## src/rtl/uart_pkg.sv

```systemverilog
// Shared UART definitions used by both the TX and RX sides.
//   - FSM state codes (Gray sequence IDLE->START->DATA->PARITY->STOP)
//   - parity type codes
//   - default data width and the bit-period helper
package uart_pkg;

    localparam int unsigned DataWidthDef = 8;

    localparam logic [2:0] StIdle   = 3'b000;
    localparam logic [2:0] StStart  = 3'b001;
    localparam logic [2:0] StData   = 3'b011;
    localparam logic [2:0] StParity = 3'b010;
    localparam logic [2:0] StStop   = 3'b110;

    localparam logic ParEven = 1'b0;
    localparam logic ParOdd  = 1'b1;

    // Last edge-counter value of a bit period; 6-bit wrap makes prescale 0 mean 64 clocks.
    function automatic logic [5:0] last_edge(input logic [5:0] prescale);
        return prescale - 6'd1;
    endfunction

endpackage

```

## src/rtl/uart_tx_fsm.sv

```systemverilog
// UART transmit control FSM.
//   clk_i, rst_ni  : clock, asynchronous active-low reset
//   data_valid_i   : send request (only honoured in IDLE)
//   bit_done_i     : current bit period ends this cycle
//   last_bit_i     : the data bit being sent is the final one
//   par_en_i       : latched parity enable
//   state_o        : current state
//   accept_o       : request accepted at this edge
//   ser_en_o, par_sel_o, stop_sel_o, busy_o : decode of the NEXT state, so the top can
//                    register tx_out and busy without an extra cycle of latency
module uart_tx_fsm
    import uart_pkg::*;
(
    input  logic       clk_i,
    input  logic       rst_ni,
    input  logic       data_valid_i,
    input  logic       bit_done_i,
    input  logic       last_bit_i,
    input  logic       par_en_i,
    output logic [2:0] state_o,
    output logic       accept_o,
    output logic       ser_en_o,
    output logic       par_sel_o,
    output logic       stop_sel_o,
    output logic       busy_o
);

    logic [2:0] state_q, state_d;

    always_comb begin
        state_d = state_q;
        case (state_q)
            StIdle:   if (data_valid_i) state_d = StStart;
            StStart:  if (bit_done_i) state_d = StData;
            StData:   if (bit_done_i && last_bit_i) state_d = par_en_i ? StParity : StStop;
            StParity: if (bit_done_i) state_d = StStop;
            StStop:   if (bit_done_i) state_d = StIdle;
            default:  state_d = StIdle;  // illegal codes recover to IDLE
        endcase
    end

    always_ff @(posedge clk_i or negedge rst_ni) begin
        if (!rst_ni) begin
            state_q <= StIdle;
        end else begin
            state_q <= state_d;
        end
    end

    assign state_o    = state_q;
    assign accept_o   = (state_q == StIdle) && data_valid_i;
    assign ser_en_o   = (state_d == StData);
    assign par_sel_o  = (state_d == StParity);
    assign stop_sel_o = (state_d == StStop);
    assign busy_o     = (state_d != StIdle);

endmodule

```

## src/rtl/uart_tx.sv

```systemverilog
// UART transmitter: serializes one byte per accepted request into an idle-high frame
// start(0), DATA_WIDTH data bits LSB-first, optional parity, stop(1); each bit lasts
// 'prescale' clocks (0 means 64).
//   clk, rst (async active-low)
//   p_data, data_valid, par_en, par_typ, prescale : request inputs, sampled at acceptance
//   tx_out : registered serial line, idle high
//   busy   : registered, high from acceptance until the stop bit ends
module uart_tx
    import uart_pkg::*;
#(
    parameter int unsigned DATA_WIDTH = DataWidthDef
) (
    input  logic                  clk,
    input  logic                  rst,
    input  logic [DATA_WIDTH-1:0] p_data,
    input  logic                  data_valid,
    input  logic                  par_en,
    input  logic                  par_typ,
    input  logic [5:0]            prescale,
    output logic                  tx_out,
    output logic                  busy
);

    localparam int unsigned CntW = $clog2(DATA_WIDTH + 1);
    localparam logic [CntW-1:0] LastBit = CntW'(DATA_WIDTH - 1);

    logic [DATA_WIDTH-1:0] data_q, shift_q, shift_d;
    logic [CntW-1:0]       bit_cnt_q, bit_cnt_d;
    logic [5:0]            edg_cnt_q, edg_cnt_d, prescale_q;
    logic                  par_en_q, par_typ_q;
    logic                  tx_q, tx_d, busy_q;

    logic [2:0] state;
    logic       accept, ser_en, par_sel, stop_sel, busy_d;
    logic       bit_done, parity;

    assign bit_done = (edg_cnt_q == last_edge(prescale_q));
    assign parity   = (^data_q) ^ par_typ_q;

    uart_tx_fsm u_fsm (
        .clk_i        (clk),
        .rst_ni       (rst),
        .data_valid_i (data_valid),
        .bit_done_i   (bit_done),
        .last_bit_i   (bit_cnt_q == LastBit),
        .par_en_i     (par_en_q),
        .state_o      (state),
        .accept_o     (accept),
        .ser_en_o     (ser_en),
        .par_sel_o    (par_sel),
        .stop_sel_o   (stop_sel),
        .busy_o       (busy_d)
    );

    always_comb begin
        edg_cnt_d = (state == StIdle || bit_done) ? 6'd0 : edg_cnt_q + 6'd1;

        shift_d = shift_q;
        if (accept) begin
            shift_d = p_data;
        end else if (state == StData && bit_done) begin
            shift_d = shift_q >> 1;
        end

        bit_cnt_d = bit_cnt_q;
        if (accept) begin
            bit_cnt_d = '0;
        end else if (state == StData && bit_done) begin
            bit_cnt_d = bit_cnt_q + 1'b1;
        end

        // Line value for the state being entered, so tx_out changes on the same edge.
        if (ser_en) begin
            tx_d = shift_d[0];
        end else if (par_sel) begin
            tx_d = parity;
        end else if (stop_sel || !busy_d) begin
            tx_d = 1'b1;
        end else begin
            tx_d = 1'b0;
        end
    end

    always_ff @(posedge clk or negedge rst) begin
        if (!rst) begin
            data_q     <= '0;
            shift_q    <= '0;
            bit_cnt_q  <= '0;
            edg_cnt_q  <= '0;
            prescale_q <= '0;
            par_en_q   <= 1'b0;
            par_typ_q  <= 1'b0;
            tx_q       <= 1'b1;
            busy_q     <= 1'b0;
        end else begin
            if (accept) begin
                data_q     <= p_data;
                prescale_q <= prescale;
                par_en_q   <= par_en;
                par_typ_q  <= par_typ;
            end
            shift_q   <= shift_d;
            bit_cnt_q <= bit_cnt_d;
            edg_cnt_q <= edg_cnt_d;
            tx_q      <= tx_d;
            busy_q    <= busy_d;
        end
    end

    assign tx_out = tx_q;
    assign busy   = busy_q;

endmodule

```

## config.mk

```make
export PLATFORM = sky130hd
export DESIGN_NAME = uart_tx
export DESIGN_NICKNAME = d
export VERILOG_FILES = /design/src/rtl/uart_pkg.sv /design/src/rtl/uart_tx_fsm.sv /design/src/rtl/uart_tx.sv
export SDC_FILE = /design/constraint.sdc
export NUM_CORES = 1
export LEC_CHECK = 0
export BUFFER_PORTS_ARGS = -buffer_cell sky130_fd_sc_hd__buf_2
export CORE_AREA = 8 8 75 77
export CTS_CLUSTER_DIAMETER = 150
export CTS_CLUSTER_SIZE = 30
export DETAILED_ROUTE_END_ITERATION = 8
export DIE_AREA = 0 0 83 85
export HOLD_SLACK_MARGIN = 0.06
export PLACE_DENSITY = 0.61
export SYNTH_ARGS = -nofsm -noshare
export SYNTH_HDL_FRONTEND = slang
export SYNTH_SLANG_ARGS = --single-unit
```

## constraint.sdc

```tcl
create_clock -name clk -period 3.1 [get_ports clk]
set_clock_uncertainty 0.15 [all_clocks]
set_input_delay 0.465 -clock clk [delete_from_list [all_inputs] [get_ports clk]]
set_output_delay 0.465 -clock clk [all_outputs]
set_load 0.01 [all_outputs]
```

==> results of run 1 <==
-- per-stage QoR --
step           area, µm²  utilization (%)  std cells  power [µW]  setup WS (ps)
4_1_cts             2170             47.9        277        2380            545
3_5_place_dp        2090             46.0        270        2030            552
3_3_place_gp        2090             46.0        270        2010            633
2_1_floorplan       1920                -        198        1770            759
6_report            2170             47.9        277        2360            562
5_1_grt             2170             47.9        277        2570            383
-- synthesized netlist by cell type (all sizes together) (4+ instances only) --
cell type,number
xor2,8
nor2,16
a21oi,4
mux2i,7
xnor2,13
nor3,4
dfrtp,38
inv,7
o21ai,11
nand2,48
-- kinds of logic (layout without fill, tap and decap cells) --
kind of cell / count (synthesis) / in the layout / synth area share [%]
AOI/OAI and AO/OA: 28 / 28 / 9.71
muxes: 7 / 7 / 3.65
adders and majority gates: 3 / 3 / 1.95
xor gates and xnor gates: 21 / 21 / 9.58
and+or+nand+nor: 87 / 87 / 21.2
DFF: 39 / 39 / 50.9
buffers and inverters: 13 / 38 / 3.00
-- power by group --
| group | internal (µW) | switching, µW |
|---|---|---|
| clock network | 174 | 167 |
| logic | 504 | 572 |
| registers | 743 | 197 |
-- metal layers --
| metal | global-route usage, % | vias to the layer above | share of wire, % |
|---|---|---|---|
| met3 | 3.26 | 5 | 4.4 |
| met5 | 0 | - | 0 |
| met2 | 16.3 | 32 | 44 |
| met4 | 6.71 | 0 | 2.3 |
| met1 | 13.5 | 651 | 49 |
| li1 | - | 714 | - |
-- worst register-to-register path, stage by stage, from the launching register on --
cell and delay (ps):
dfrtp_1 410, inv_1 80, ha_1 300, xor2_1 160
nand2_1 90, or4_1 530, nor3_2 200, buf_4 210
mux2i_1 210, o21ai_1 70
-- cells in the final DEF, fill, tap and decap left out, types with 4 or more instances in the layout --
cell type,synthesis,layout
a21oi_1,4,4
buf_2,1,20
buf_4,0,4
clkbuf_8,0,6
dfrtp_1,38,38
inv_1,7,7
mux2i_1,7,7
nand2_1,48,48
nor2_1,16,16
o21ai_0,5,5
o21ai_1,6,6
xnor2_1,13,13
xor2_1,8,8
-- final cells by class --
type                            instances  area (µm²)  share of cell area [%]
Multi-Input combinational cell        146         886                    40.7
Timing Repair Buffer                   24         130                    5.98
Inverter                                7        26.3                    1.21
Clock inverter                          1        5.00                   0.230
Clock buffer                            6        82.6                    3.80
Sequential cell                        39         977                    44.9
Tap cell                               54        67.6                    3.11
-- worst min path at each step --
stage	startpoint	to	slack, ps	cells after the start
3_5_place_dp	data_q[1]$_DFFE_PN0P_	data_q[1]$_DFFE_PN0P_	340	2
6_report	rst	data_q[0]$_DFFE_PN0P_	130	1
5_1_grt	rst	data_q[0]$_DFFE_PN0P_	210	1
4_1_cts	rst	busy$_DFF_PN0_	160	1
3_3_place_gp	data_q[3]$_DFFE_PN0P_	data_q[3]$_DFFE_PN0P_	330	2
2_1_floorplan	rst	bit_cnt_q[0]$_DFFE_PN0P_	20	0
-- sequential cells by signal, summed over array words and instances (netlist names) --
signal         count
tx_out             1
u_fsm.state_o      3
shift_q            8
bit_cnt_q          4
data_q             8
busy               1
edg_cnt_q          6
par_en_q           1
prescale_q         6
par_typ_q          1
==> metrics.md, run 1 <==
| Metric | Value |
|---|---|
| Hold-fix buffers, CTS | `0` |
| DR iter-0 viols | `42` |
| Worst path top cell family by delay | `simple AND/OR/NAND/NOR gates` |
| CP Data Required Time | `3120 ps` |
| Global-route wire length before repair | `6.37 mm` |
| WL per Instance | `13.1 µm` |
| Synth Flop Type | `dfrtp_1` |
| WP depth | `9` |
| Vias in the first global route | `1436` |
| Fin crit period | `2540 ps` |
| Root buffer cell | `clkbuf_8` |
| Yosys reg bits | `39` |
| Setup crit end | `shift_q[4]$_DFFE_PN0P_` |
| Synthesized instance count | `198` |
| Worst Hold Class | `input port to asynchronous set/reset pin` |
| # rows | `25` |
| Layout cells sized above 1 | `17.0%` |
| Via density | `5.06` |
| Share of the synthesized area in the top cell type | `49.5%` |
| FF-to-FF setup slack | `560 ps` |
| Post-Route WL | `3.64 mm` |
| Maxcap violations | `0` |
| Largest net degree at the start of global routing | `40` |
| Filler Cell Count | `423` |
| Worst R2R Start | `prescale_q[0]$_DFFE_PN0P_` |
| Final setup violating endpoints | `0` |
| Core box area | `4540 µm²` |
| R2r worst-path depth | `9` |
| Buffers on Ports | `20` |
| CP cell instances | `inv_1 -> ha_1 -> xor2_1 -> nand2_1 -> or4_1 -> nor3_2 -> buf_4 -> mux2i_1 -> o21ai_1` |
| Async SR Flop Fraction | `100%` |
| Slew margin rel. | `43.9%` |
| Leakage Power | `0.00101 µW` |
| Max FO, Critical Path | `9` |
| CTS tree | `done` |
| Worst Path Arrival | `2550 ps` |
| Cts bufs inserted | `5` |
| GRT Overall Usage | `10.9%` |
| Die span in y | `85 µm` |
| Worst setup startpoint | `prescale_q[0]$_DFFE_PN0P_` |
| Mapped Nets | `220` |
| FMAX | `0.394 GHz` |
| Synthesis Warnings | `0` |
| Routed Antenna Nets | `0` |
| Routed vias | `1402` |
| Crit Path Class | `flip-flop to flip-flop` |
| Clk buf depth | `2` |
| Critical path's slowest cell | `or4_1` |
| Area of the die | `7060 µm²` |
| Status | `complete, no violations` |
| Peak VDD IR | `0.359 mV` |
| CTS resizes | `0` |
| Chip width | `83 µm` |
| Antenna Cells | `0` |
| Setup Fix Bufs, Post-CTS | `0` |
| Reg2Reg Capture Point | `shift_q[4]$_DFFE_PN0P_` |
| Fin Hold WS | `133 ps` |
| Gpl congestion | `0.810` |
| Element type at the critical path start | `flip-flop` |
| GRT overflow | `0` |
| Synth Cell Area | `1920 µm²` |
| Clock latency on the worst-skew pair | `280 ps` |
| TNS Setup | `0 ps` |
| Final period util | `81.9%` |
| H-tree depth | `2` |
| Crit path capture type | `flip-flop` |
| # DRC | `0` |
| Final #Nets | `245` |
| DR pass1 iterations | `4` |
| Area leader, netlist | `dfrtp_1` |
| # IOs | `21` |
| RSZ-0062 raised after global routing | `false` |
| CP bufs+invs | `2` |
| Post-synth EDFFs | `0` |
| Hold Violations, Final | `0` |
| Dpl hpwl | `2.61 mm` |
| Seq/Total Area, Yosys | `50.9%` |
| Clock transition at path regs | `70 ps` |
| Max incr delay on CP | `530 ps` |
| Post-Syn Area per Cell | `9.70 µm²` |
| Initial antenna violation count | `0` |
| Starting Density | `42.3%` |
| Total clock sinks | `39` |
| Worst-margin pin slew | `842 ps` |
| Slew Viols, Final | `0` |
| Area delta synth->final | `13.2%` |
| Cell variety after synth | `41` |
| Area contributors post-synth | `dfrtp_1 50%, nand2_1 9.4%, xnor2_1 5.9%, mux2i_1 3.6%, xor2_1 3.6%` |
| Power Density | `1080 nW/µm²` |
No activity file was read; power rests on OpenSTA's default activity.
==> run 2, diff against run 1 <==
==> constraint.sdc (replaced) <==
create_clock -name clk -period 2.5 [get_ports clk]
set_clock_uncertainty 0.15 [all_clocks]
set_input_delay 0.375 -clock clk [delete_from_list [all_inputs] [get_ports clk]]
set_output_delay 0.375 -clock clk [all_outputs]
set_load 0.01 [all_outputs]
==> metrics.md, run 2 (synthesis results as in run 1) <==
| Metric | Value |
|---|---|
| Status | `complete, no violations (unchanged)` |
| Area delta synth->final | `20.2% (was 13.2%)` |
| Slew Viols, Final | `0 (unchanged)` |
| WL per Instance | `13.8 µm (was 13.1 µm)` |
| Crit path capture type | `flip-flop (unchanged)` |
| Leakage Power | `0.00106 µW (was 0.00101 µW)` |
| Final setup violating endpoints | `0 (unchanged)` |
| Clock latency on the worst-skew pair | `290 ps (was 280 ps)` |
| Fin crit period | `2430 ps (was 2540 ps)` |
| DR pass1 iterations | `4 (unchanged)` |
| Via density | `5.05 (was 5.06)` |
| Worst-margin pin slew | `863 ps (was 842 ps)` |
| Fin Hold WS | `38.6 ps (was 133 ps)` |
| Dpl hpwl | `2.67 mm (was 2.61 mm)` |
| Global-route wire length before repair | `6.70 mm (was 6.37 mm)` |
| # rows | `25 (unchanged)` |
| Power Density | `1400 nW/µm² (was 1080 nW/µm²)` |
| Max FO, Critical Path | `4 (was 9)` |
| Filler Cell Count | `430 (was 423)` |
| Final #Nets | `254 (was 245)` |
| Worst Hold Class | `input port to asynchronous set/reset pin (unchanged)` |
| Starting Density | `42.3% (unchanged)` |
| Clk buf depth | `2 (unchanged)` |
| Cts bufs inserted | `5 (unchanged)` |
| Worst Path Arrival | `2450 ps (was 2550 ps)` |
| GRT overflow | `0 (unchanged)` |
| Total clock sinks | `39 (unchanged)` |
| # DRC | `0 (unchanged)` |
| Vias in the first global route | `1443 (was 1436)` |
| Layout cells sized above 1 | `22.7% (was 17.0%)` |
| FMAX | `0.412 GHz (was 0.394 GHz)` |
| DR iter-0 viols | `47 (was 42)` |
| Most common cell after layout, fill and taps aside | `nand2_1 (unchanged)` |
| Hold Violations, Final | `0 (unchanged)` |
| Initial antenna violation count | `0 (unchanged)` |
| Largest regs | `data_q x8, shift_q x8 (unchanged)` |
| Chip width | `83 µm (unchanged)` |
| CTS tree | `done (unchanged)` |
| Area of the die | `7060 µm² (unchanged)` |
| Fin worst setup slack | `73.1 ps (was 562 ps)` |
| GRT Overall Usage | `11.4% (was 10.9%)` |
| Antenna Cells | `0 (unchanged)` |
| Gpl congestion | `0.771 (was 0.810)` |
| Worst slack at placement | `-4.68 ps (was 552 ps)` |
| Crit Path Class | `flip-flop to flip-flop (unchanged)` |
| CP Data Required Time | `2530 ps (was 3120 ps)` |
| Routed Antenna Nets | `0 (unchanged)` |
| Most frequent cells in the layout | `48 x nand2_1, 38 x dfrtp_1, 20 x buf_2, 16 x nor2_1, 13 x xnor2_1 (unchanged)` |
| Die span in y | `85 µm (unchanged)` |
| Peak VDD IR | `0.465 mV (was 0.359 mV)` |
| Slew margin rel. | `42.5% (was 43.9%)` |
| # IOs | `21 (unchanged)` |
| Buffers on Ports | `20 (unchanged)` |
| Hold-fix buffers, CTS | `0 (unchanged)` |
| Routed vias | `1448 (was 1402)` |
| Maxcap violations | `0 (unchanged)` |
| Clock transition at path regs | `80 ps (was 70 ps)` |
| Root buffer cell | `clkbuf_8 (unchanged)` |
| Post-Route WL | `3.97 mm (was 3.64 mm)` |
| Element type at the critical path start | `flip-flop (unchanged)` |
| H-tree depth | `2 (unchanged)` |
| Core box area | `4540 µm² (unchanged)` |
| Final period util | `97.1% (was 81.9%)` |
| Largest net degree at the start of global routing | `40 (unchanged)` |
[run 2: metal layers]
layer  track usage, %  routed length, µm  vias to the layer above
met5                0                  0                        -
met4             5.75                 95                        0
met3             3.16                163                        7
met2             17.3               1780                       33
met1             14.4               1940                      670
li1                 -                  -                      738
[run 2: report_power, final]
| group | switching, µW | internal, µW |
|---|---|---|
| clock network | 220 | 195 |
| logic | 843 | 796 |
| registers | 252 | 921 |
[run 2: worst paths after layout]
path / start / end / slack [ps] / cells after the start
worst max-delay path: prescale_q[0]$_DFFE_PN0P_ / busy$_DFF_PN0_ / 70 / 6
worst min-delay path: rst / shift_q[0]$_DFF_PN0_ / 40 / 1
worst max register to register: prescale_q[0]$_DFFE_PN0P_ / busy$_DFF_PN0_ / 70 / 6
worst min register to register: data_q[6]$_DFFE_PN0P_ / data_q[6]$_DFFE_PN0P_ / 350 / 2
max in group asynchronous: rst / prescale_q[3]$_DFFE_PN0P_ / 1620 / 1
min in group clk: par_en / par_en_q$_DFFE_PN0P_ / 120 / 3
[run 2: critical path: stages (launching register included)]
cell     delay (ps)
dfrtp_1         410
buf_4           150
nor4_4          260
a21oi_2         120
or4_4           590
o32a_1          410
or2_1           220
[run 2: through the flow]
step	instances	power (µW)	util (%)	area, µm²	setup TNS (ps)
global placement	272	2520	46.3	2100	0
CTS	281	2980	48.4	2190	0
global route	287	3500	50.9	2310	-134
detailed placement	272	2550	46.3	2100	-6.98
finish	287	3230	50.9	2310	0
floorplan	198	2200	-	1920	0
[run 2: what timing repair did]
item                       CTS  global route
buffers inserted             1             5
pin swaps                    0             7
resized for setup            0            14
setup endpoints to repair    3            12
cloned                       0             1
[run 2: final cells by class]
type                    instances  area, µm²  area share (%)
clock inverters                 2       12.5           0.542
well taps                      54       67.6            2.93
clock buffers                   6       72.6            3.14
inverters                       7       26.3            1.14
multi-input cells             146        947            41.0
repair buffers                 33        205            8.89
flip-flops and latches         39        977            42.3
==> run 3, diff against run 2 <==
--- a/config.mk
+++ b/config.mk
@@ -5,14 +5,15 @@
 export SDC_FILE = /design/constraint.sdc
 export NUM_CORES = 1
 export LEC_CHECK = 0
+export ABC_AREA = 1
 export BUFFER_PORTS_ARGS = -buffer_cell sky130_fd_sc_hd__buf_2
-export CORE_AREA = 8 8 75 77
+export CORE_AREA = 8 8 77 79
 export CTS_CLUSTER_DIAMETER = 150
 export CTS_CLUSTER_SIZE = 30
 export DETAILED_ROUTE_END_ITERATION = 8
-export DIE_AREA = 0 0 83 85
+export DIE_AREA = 0 0 85 87
 export HOLD_SLACK_MARGIN = 0.06
-export PLACE_DENSITY = 0.61
+export PLACE_DENSITY = 0.6
 export SYNTH_ARGS = -nofsm -noshare
 export SYNTH_HDL_FRONTEND = slang
 export SYNTH_SLANG_ARGS = --single-unit
==> metrics.md, run 3 <==
| Metric | Value |
|---|---|
| Status | `complete, no violations (unchanged)` |
| Post-Syn Area per Cell | `8.13 µm² (was 9.70 µm²)` |
| Most common cell after layout, fill and taps aside | `nand2_1 (unchanged)` |
| Cell variety after synth | `29 (was 41)` |
| Final #Nets | `296 (was 254)` |
| # rows | `26 (was 25)` |
| Slew margin rel. | `41.4% (was 42.5%)` |
| Clk buf depth | `2 (unchanged)` |
| Hold Violations, Final | `0 (unchanged)` |
| # DRC | `0 (unchanged)` |
| WL per Instance | `12.0 µm (was 13.8 µm)` |
| Buffers on Ports | `20 (unchanged)` |
| Hold-fix buffers, CTS | `0 (unchanged)` |
| Post-Layout Cell Count | `331 (was 287)` |
| CTS tree | `done (unchanged)` |
| Maxcap violations | `0 (unchanged)` |
| Synth Cell Area | `2020 µm² (was 1920 µm²)` |
| Largest net degree at the start of global routing | `40 (unchanged)` |
| Leakage Power | `0.00122 µW (was 0.00106 µW)` |
| GRT Overall Usage | `11.8% (was 11.4%)` |
| P_sw | `245 µW (was 1310 µW)` |
| DR iter-0 viols | `46 (was 47)` |
| Post-Route WL | `3.97 mm (about the same)` |
| Gpl congestion | `0.786 (was 0.771)` |
| Worst path top cell family by delay | `simple AND/OR/NAND/NOR gates (unchanged)` |
| Combinational power share | `2.1% (was 50.8%)` |
| H-tree depth | `2 (unchanged)` |
| DR pass1 iterations | `4 (unchanged)` |
| CTS resizes | `0 (unchanged)` |
| Max FO, Critical Path | `5 (was 4)` |
| Chip width | `85 µm (was 83 µm)` |
| Clk pwr share | `45.7% (was 12.9%)` |
| Crit Path Class | `flip-flop to flip-flop (unchanged)` |
| Antenna Cells | `0 (unchanged)` |
| Area delta synth->final | `14.2% (was 20.2%)` |
| Slew Viols, Final | `0 (unchanged)` |
| Final setup violating endpoints | `0 (unchanged)` |
| Critical path's slowest cell | `dfrtp_1 (was or4_4)` |
| Synth Flop Type | `dfrtp_1 (unchanged)` |
| Crit path capture type | `flip-flop (unchanged)` |
| FMAX | `0.484 GHz (was 0.412 GHz)` |
| Power Density | `523 nW/µm² (was 1400 nW/µm²)` |
| Yosys reg bits | `39 (unchanged)` |
| Via density | `4.73 (was 5.05)` |
| Fin crit period | `2060 ps (was 2430 ps)` |
| TNS Setup | `0 ps (unchanged)` |
| GRT overflow | `0 (unchanged)` |
| Top cells by count, synth | `86 x nand2_1, 38 x dfrtp_1, 31 x inv_1 (was 48 x nand2_1, 38 x dfrtp_1, 16 x nor2_1)` |
| Sw Ratio | `20.3% (was 40.7%)` |
| Dpl hpwl | `2.94 mm (was 2.67 mm)` |
| Dpl cells | `323 (was 272)` |
| Synthesized instance count | `249 (was 198)` |
| Synthesis Warnings | `0 (unchanged)` |
| Share of the synthesized area in the top cell type | `47.0% (was 49.5%)` |
| RSZ-0062 raised after global routing | `false` |
| Most frequent cells in the layout | `86 x nand2_1, 38 x dfrtp_1, 31 x inv_1, 20 x buf_2, 19 x nor2_1 (was 48 x nand2_1, 38 x dfrtp_1, 20 x buf_2, 16 x nor2_1, 13 x xnor2_1)` |
| Max incr delay on CP | `390 ps (was 590 ps)` |
| Tot Pwr | `1210 µW (was 3230 µW)` |
| Area of the die | `7400 µm² (was 7060 µm²)` |
| Setup Fix Bufs, Post-CTS | `0 (was 1)` |
| Post-synth EDFFs | `0 (unchanged)` |
| Flop pwr share | `52.2% (was 36.4%)` |
| # IOs | `21 (unchanged)` |
| Async SR Flop Fraction | `100% (unchanged)` |
| Post-Route Utilization | `47.7% (was 50.9%)` |
| Area leader, netlist | `dfrtp_1 (unchanged)` |
| Seq/Total Area, Yosys | `48.3% (was 50.9%)` |
| Total clock sinks | `39 (unchanged)` |
| Global-route wire length before repair | `7.00 mm (was 6.70 mm)` |
| Largest regs | `data_q x8, shift_q x8 (unchanged)` |
| Root buffer cell | `clkbuf_8 (unchanged)` |
| Peak VDD IR | `0.363 mV (was 0.465 mV)` |
| Clock latency on the worst-skew pair | `290 ps (about the same)` |
| Layout cells sized above 1 | `18.2% (was 22.7%)` |
| Worst Path Arrival | `2140 ps (was 2450 ps)` |
| Mapped Nets | `271 (was 220)` |
| Starting Density | `41.8% (was 42.3%)` |
| Vias in the first global route | `1537 (was 1443)` |
| Routed vias | `1566 (was 1448)` |
| Initial antenna violation count | `0 (unchanged)` |
| Element type at the critical path start | `flip-flop (unchanged)` |
| Most used cell along the critical path | `nand2_1` |
| Filler Cell Count | `468 (was 430)` |
| Die span in y | `87 µm (was 85 µm)` |
| CP Data Required Time | `2570 ps (was 2530 ps)` |
| Worst Hold Class | `input port to asynchronous set/reset pin (unchanged)` |
| Worst-margin pin slew | `879 ps (was 863 ps)` |
| CP cell instances | `inv_1 -> ha_1 -> nand2_1 -> nand2_1 -> nor2_1 -> nand2_1 -> nor2_4 -> nand3_4 -> nor2_4 -> nand4_2 -> nand2_1 -> nand2_1 -> nor2_1 (was buf_4 -> nor4_4 -> a21oi_2 -> or4_4 -> o32a_1 -> or2_1)` |
| P_int | `963 µW (was 1910 µW)` |
| Core box area | `4850 µm² (was 4540 µm²)` |
| Area contributors post-synth | `dfrtp_1 47%, nand2_1 16%, inv_1 5.7%, nand3_1 3.7%, nor2_1 3.5% (was dfrtp_1 50%, nand2_1 9.4%, xnor2_1 5.9%, mux2i_1 3.6%, xor2_1 3.6%)` |
| Clock transition at path regs | `80 ps (about the same)` |
| Cts bufs inserted | `5 (unchanged)` |
| Most frequent cell after synthesis | `nand2_1 (unchanged)` |
| Final period util | `82.6% (was 97.1%)` |
| CP bufs+invs | `1 (unchanged)` |
| Routed Antenna Nets | `0 (unchanged)` |
[run 3: changes by cell type after synthesis, sizes merged, moves of 7 or more]
cell,before,now
nor2,16,24
nand3,3,18
nand2,48,92
mux2i,7,0
inv,7,34
[run 3: path summary, 6_finish.rpt]
check | startpoint | endpoint | slack, ps | cells past startpoint
setup / recovery | prescale_q[0]$_DFFE_PN0P_ | bit_cnt_q[3]$_DFFE_PN0P_ | 440 | 13
hold / removal | rst | data_q[4]$_DFFE_PN0P_ | 50 | 1
setup reg to reg | prescale_q[0]$_DFFE_PN0P_ | bit_cnt_q[3]$_DFFE_PN0P_ | 440 | 13
hold reg to reg | prescale_q[5]$_DFFE_PN0P_ | prescale_q[5]$_DFFE_PN0P_ | 350 | 2
max in group asynchronous | rst | prescale_q[4]$_DFFE_PN0P_ | 1600 | 1
min in group clk | par_typ | par_typ_q$_DFFE_PN0P_ | 120 | 3
[run 3: power groups by stage]
| stage | clock, µW | combinational, µW | sequential, µW |
|---|---|---|---|
| after CTS | 573 | 27.3 | 630 |
| after global placement | 0 | 26.9 | 643 |
| after global routing | 593 | 30.1 | 630 |
| final | 552 | 25.6 | 630 |
| after floorplan | 0 | 0.409 | 643 |
| after detailed placement | 0 | 27.2 | 643 |
[run 3: worst register-to-register path, stage by stage (launching register included)]
cell	delay (ps)
dfrtp_1	390
inv_1	140
ha_1	260
nand2_1	60
nand2_1	50
nor2_1	130
nand2_1	100
nor2_4	160
nand3_4	110
nor2_4	130
nand4_2	90
nand2_1	80
nand2_1	50
nor2_1	90
[run 3: cell type report]
| type | count | area (µm²) | share of cell area, % |
|---|---|---|---|
| Sequential cell | 39 | 977 | 42.3 |
| Multi-Input combinational cell | 172 | 903 | 39.1 |
| Inverter | 34 | 128 | 5.52 |
| Timing Repair Buffer | 22 | 115 | 4.98 |
| Clock buffer | 6 | 82.6 | 3.57 |
| Tap cell | 56 | 70.1 | 3.03 |
| Clock inverter | 2 | 35.0 | 1.52 |
[run 3: through the flow]
stage	setup WS (ps)	hold slack, ps	instance area, µm²
detailed placement	438	336	2190
CTS	413	82.2	2310
finish	436	54.7	2310
global route	160	129	2310
global placement	464	335	2190
floorplan	606	-70.6	2020
[run 3: logic make-up (layout without fill, tap and decap cells)]
kind of cell,after synthesis,after routing,synth area share [%]
buf+inv,38,64,7.11
flops,39,39,48.3
compound gates,17,17,5.56
simple gates,141,141,32.4
fa+ha+maj,3,3,1.85
xor+xnor,11,11,4.76
[run 3: layer usage]
layer / GRT usage, % / share of wire [%]
met4: 4.85 / 1.2
met1: 14.9 / 49
met2: 19.0 / 46
met5: 0 / 0
met3: 2.92 / 3.5
